<file path="src/rtl/mem_access_ctrl.sv">
// mem_access_ctrl: initiator side of the 8-bit-address data memory interface.
// Takes single read/write requests from the core, drives the memory strobes,
// and returns captured read words over a valid/ready response channel.
module mem_access_ctrl #(
  parameter int ADDR_W   = 8,
  parameter int WDATA_W  = 8,
  parameter int RDATA_W  = 16,
  parameter int RD_WAIT  = 1,
  parameter int WR_PULSE = 1
) (
  input  logic               clk,
  input  logic               rst,
  input  logic               req_valid,
  output logic               req_ready,
  input  logic               req_we,
  input  logic [ADDR_W-1:0]  req_addr,
  input  logic [WDATA_W-1:0] req_wdata,
  output logic               resp_valid,
  input  logic               resp_ready,
  output logic [RDATA_W-1:0] resp_rdata,
  output logic               wr_done,
  output logic [ADDR_W-1:0]  maddr,
  output logic               mrd,
  output logic               mwr,
  output logic [WDATA_W-1:0] mwr_data,
  input  logic [RDATA_W-1:0] mdata
);

  localparam logic [1:0] IDLE  = 2'd0;
  localparam logic [1:0] WRITE = 2'd1;
  localparam logic [1:0] READ  = 2'd2;
  localparam logic [1:0] RESP  = 2'd3;

  // The counter is loaded with (cycles - 1) so that reaching zero marks the
  // final strobe cycle; the next edge then leaves the state.
  localparam logic [3:0] RD_LOAD = 4'(RD_WAIT - 1);
  localparam logic [3:0] WR_LOAD = 4'(WR_PULSE - 1);

  logic [1:0] state;
  logic [3:0] cnt;

  assign req_ready = (state == IDLE);

  // Request sequencing: accept in IDLE, time the strobe, capture read data,
  // and hold the response until the core takes it.
  always_ff @(posedge clk) begin
    if (rst) begin
      state      <= IDLE;
      cnt        <= 4'd0;
      resp_valid <= 1'b0;
      resp_rdata <= '0;
      wr_done    <= 1'b0;
      maddr      <= '0;
      mrd        <= 1'b0;
      mwr        <= 1'b0;
      mwr_data   <= '0;
    end else begin
      wr_done <= 1'b0;
      case (state)
        IDLE: begin
          if (req_valid) begin
            maddr <= req_addr;
            if (req_we) begin
              mwr_data <= req_wdata;
              mwr      <= 1'b1;
              cnt      <= WR_LOAD;
              state    <= WRITE;
            end else begin
              mrd   <= 1'b1;
              cnt   <= RD_LOAD;
              state <= READ;
            end
          end
        end
        WRITE: begin
          if (cnt == 4'd0) begin
            mwr     <= 1'b0;
            wr_done <= 1'b1;
            state   <= IDLE;
          end else begin
            cnt <= cnt - 4'd1;
          end
        end
        READ: begin
          if (cnt == 4'd0) begin
            mrd        <= 1'b0;
            resp_rdata <= mdata;
            resp_valid <= 1'b1;
            state      <= RESP;
          end else begin
            cnt <= cnt - 4'd1;
          end
        end
        RESP: begin
          if (resp_ready) begin
            resp_valid <= 1'b0;
            state      <= IDLE;
          end
        end
        default: state <= IDLE;
      endcase
    end
  end

endmodule

</file>
<file path="config.mk">
export PLATFORM = sky130hd
export DESIGN_NAME = mem_access_ctrl
export DESIGN_NICKNAME = d
export VERILOG_FILES = /design/src/rtl/mem_access_ctrl.sv
export SDC_FILE = /design/constraint.sdc
export NUM_CORES = 1
export LEC_CHECK = 0
export CAP_MARGIN = 20
export CORE_UTILIZATION = 45
export CTS_CLUSTER_SIZE = 30
export DETAILED_ROUTE_END_ITERATION = 7
export PLACE_DENSITY_LB_ADDON = 0.05
export RECOVER_POWER = 50
export SYNTH_ARGS = -nofsm -noshare
export SYNTH_HDL_FRONTEND = slang
export SYNTH_SLANG_ARGS = --single-unit
</file>
<file path="constraint.sdc">
create_clock -name clk -period 3.6 [get_ports clk]
set_input_delay 0.72 -clock clk [delete_from_list [all_inputs] [get_ports clk]]
set_output_delay 0.72 -clock clk [all_outputs]
set_load 0.03 [all_outputs]
</file>
==> results list <==
- Power density cells: 625 nW/um2
- Clk_skew: 0.00378 ns
- Via count of the first global-routing pass: 1531
* Count of endpoints failing setup in the final report: 0
- Post-DRT Antenna Nets: 0
- Area growth from synthesis to layout: 46.1%
- 74 I/O pins were placed.
- Largest net degree at the start of global routing: 25
- The first global-routing pass estimated 6760 um of wire.
- For the worst flop-to-flop path, the logic depth is 5.
- The wire-length estimate of the detail-placed layout is a little under 3000 um.
- The startpoint identified for the worst register-to-register timing path is state[0].
* CTS H-tree lvls: 2
- Worst skew pair latency: 0.29 ns
- Number of instances in the synthesized netlist: 220
- After the first detailed-routing iteration, the DRC count stood at around 120.
- The run finished with clean final reports.
* Sequential-to-total area share from yosys stat: 0.468
- After detailed routing, the number of remaining DRC violations is 0.
* Peak supply drop: 0.344 mV
- Synth cell types: 36
* TritonRoute pass-1 iters: 4
* Setup Fix Bufs, Post-CTS: 0
- Setup repair after global routing left no endpoint under its margin.
- Master cell of the clock root buffer: clkbuf_8
- The endpoint identified for the worst register-to-register timing path is resp_rdata[4].
- Worst hold path cell count: 2
* Area enclosed by the die boundary: 4250 um2
- The cell family contributing the most delay on the critical path is buffers and inverters.
- The worst hold path begins at mwr_data[2].
* Clock tree from TritonCTS: yes
- After floorplanning, the core was divided into 22 placement rows.
* Total Wirelength: between 4000 and 5000 um
* Wire length per cell after detailed routing: around 12 um
- For the worst setup path, the data arrival time is 1.86 ns.
- Measured along the y axis, the die boundary spans 65.2 um.
- After the last flow step, the layout net total stands at 332.
- Deepest clock path buffer count: 2
* Highest-delay cell along the critical path: clkdlybuf4s50_1
- Stages on worst setup path: 3
* Category of the most critical setup path: reg -> out
- The worst pin sits at a relative slew slack of 0.451.
* Path class of the lowest-slack min-delay path: reg -> reg
* Num CTS Buffers: 5
* Final Hold Violating Endpoints: 0
- From left edge to right edge, the die measures around 65 um.
- Once routing completed, OpenROAD measured the worst setup slack at 1.02 ns.
- In this run the worst setup path begins at state[0].
- Dividing the final minimum period by the clock period gives 0.716.
* Overall global routing resource usage: 0.204
- R2r setup slk: 1.65 ns
* Slew at the pin with the worst max-slew slack: 0.821 ns
* Routability cong.: 0.776
- Static timing analysis puts the maximum clock frequency at 388 MHz.
- Pre-CTS setup slack: 1.22 ns
* Number of resized instances in the post-cts repair step: 0
- The largest single stage delay on the critical path is 0.74 ns.
- Core Region: 3740 um2
* Mean instance size in the synthesized netlist: 8.16 um2
- Clock tree synthesis found a total of 42 sinks.
- Fraction of final layout cells with drive strength greater than 1: 0.0379
* Initial Util: 0.480
- In this run the worst path has a maximum fanout of 10.
- The number of nets handed over by synthesis was 263.
* Category of the worst setup path capture point: output pin
- The analysis attributes to cell leakage a power of 0.000991 uW.
- Number of I/O port buffers: 73
- Buf+Inv Stages, Crit Path: 2
- Vias/cell: 4.94
- Across the run, the number of max-cap violations was 0.
- 0 antenna diodes ended up in the layout.
- Synth warn: 0
* Final count of pins violating max slew: 0
- Critical path required time: 2.88 ns
- Clk pin slew, worst setup/hold paths: 0.08 ns
* Total congestion overflow after global routing: 0
- Via Count: 1671
- Mapped Area: 1800 um2
- Adding up every negative setup slack in the final design gives 0 ns.
- Time the final worst path needs with I/O delays and setup: 2.58 ns
- Walking the worst path, the cells encountered are inv_1, ha_1, clkdlybuf4s50_1.
* #FFs+latches synth: 42
- The number of antenna violations at the first check in global routing came to 0.
- Number of buffers inserted for hold repair after clock tree synthesis: 0
- The worst setup path is launched from a flop.
* Min-Delay Endpoint: mwr_data[2]
cell families (layout without fill, tap and decap cells):
family	after synthesis	count (layout)	synth area share
fa+ha+maj	6	6	0.0418
mux	5	5	0.0286
compound gates	48	48	0.154
simple gates	98	98	0.246
buf+inv	21	91	0.0613
flops	42	42	0.468
registers in the layout (all words and copies together) (netlist names):
signal / cells
mwr: 1
resp_valid: 1
state: 2
wr_done: 1
mwr_data: 8
cnt: 4
resp_rdata: 16
maddr: 8
mrd: 1
metrics by stage:
step                       util  total power (uW)  cell area [um2]  instances  hold slack (ns)
after floorplan               -              1080             1800        220            0.471
after global placement    0.673              1300             2520        330            0.442
after detailed placement  0.673              1300             2520        330            0.447
after CTS                 0.703              1660             2630        338            0.458
after global routing      0.701              1740             2620        338            0.472
final                     0.701              1640             2620        338            0.454
power by group:
group	total, uW	switching [uW]	internal, uW
combinational	689	418	272
sequential	586	41.8	544
clock	365	158	207
cell usage after synthesis, drive strengths merged:
library cell	count	share of area
o221ai	1	0.0049
nor4b	2	0.0098
dfxtp	42	0.47
nand4	2	0.0070
a2111oi	1	0.0084
nand3	3	0.0084
nand2	70	0.15
clkbuf	2	0.0042
and2	1	0.0035
mux2i	4	0.022
a22oi	1	0.0042
a221o	1	0.0056
and3	1	0.0035
a31oi	2	0.0070
and4bb	1	0.0070
a21boi	1	0.0042
ha	6	0.042
o21bai	1	0.0042
nor3b	2	0.011
nand4bb	1	0.0063
nor2b	2	0.0070
mux2	1	0.0063
nand3b	1	0.0042
a211o	1	0.0049
inv	8	0.017
nor2	8	0.017
nand2b	3	0.010
a32oi	1	0.0049
buf	11	0.040
o21ai	2	0.0056
a21oi	36	0.10
or3b	1	0.0049
per-layer routing:
layer,wire length (um),track usage,share of wire
met1,1980,0.251,0.48
met2,1880,0.345,0.45
met3,235,0.0521,0.057
met4,28,0.0625,0.0068
met5,0,0,0
how the worst max path moves through the flow:
| stage | end | slack (ns) |
|---|---|---|
| final | req_ready | 1.02 |
| after CTS | req_ready | 1.02 |
| after detailed placement | resp_valid | 1.22 |
| after global placement | resp_valid | 1.20 |
| after global routing | req_ready | 0.96 |
| after floorplan | cnt[3] | 1.90 |
cell usage in the layout, fill, tap and decap left out:
master,netlist,routed
nand2_1,70,70
clkdlybuf4s50_1,0,56
dfxtp_1,42,42
a21oi_1,36,36
dlygate4sd3_1,0,17
inv_1,8,8
nor2_1,8,8
ha_1,6,6
clkbuf_8,0,5
mux2i_1,4,4
nand3_1,3,3
nand2b_1,3,3
clkbuf_1,2,3
o21ai_0,2,2
nor2b_1,2,2
nand4_1,2,2
a31oi_1,2,2
nor4b_1,2,2
and4bb_2,1,1
nand4bb_1,1,1
and3_1,1,1
nor3b_2,1,1
o221ai_1,1,1
mux2_2,1,1
or3b_1,1,1
a2111oi_2,1,1
and2_0,0,1
a32oi_1,1,1
a21boi_0,1,1
o21bai_1,1,1
nand3b_1,1,1
nor3b_1,1,1
a22oi_1,1,1
a211o_1,1,1
a221o_1,1,1
clkinvlp_4,0,1
bufinv_16,0,1
cell type report:
type / instances / area (um2)
Timing Repair Buffer: 75 / 738
Multi-Input combinational cell: 157 / 845
Sequential cell: 42 / 841
Inverter: 8 / 30.0
Tap cell: 48 / 60.1
Fill cell: 324 / 1120
Clock inverter: 2 / 37.5
Clock buffer: 6 / 72.6
worst reg2reg max path, delay by kind of cell, from the launching register on:
family | cells | cell delay (ns)
DFF | 1 | 0.33
and+or+nand+nor | 2 | 0.96
buffers and inverters | 1 | 0.12
AOI/OAI and AO/OA | 1 | 0.09
adders and majority gates | 1 | 0.30
Note: power is estimated with default switching activity, not from simulation.
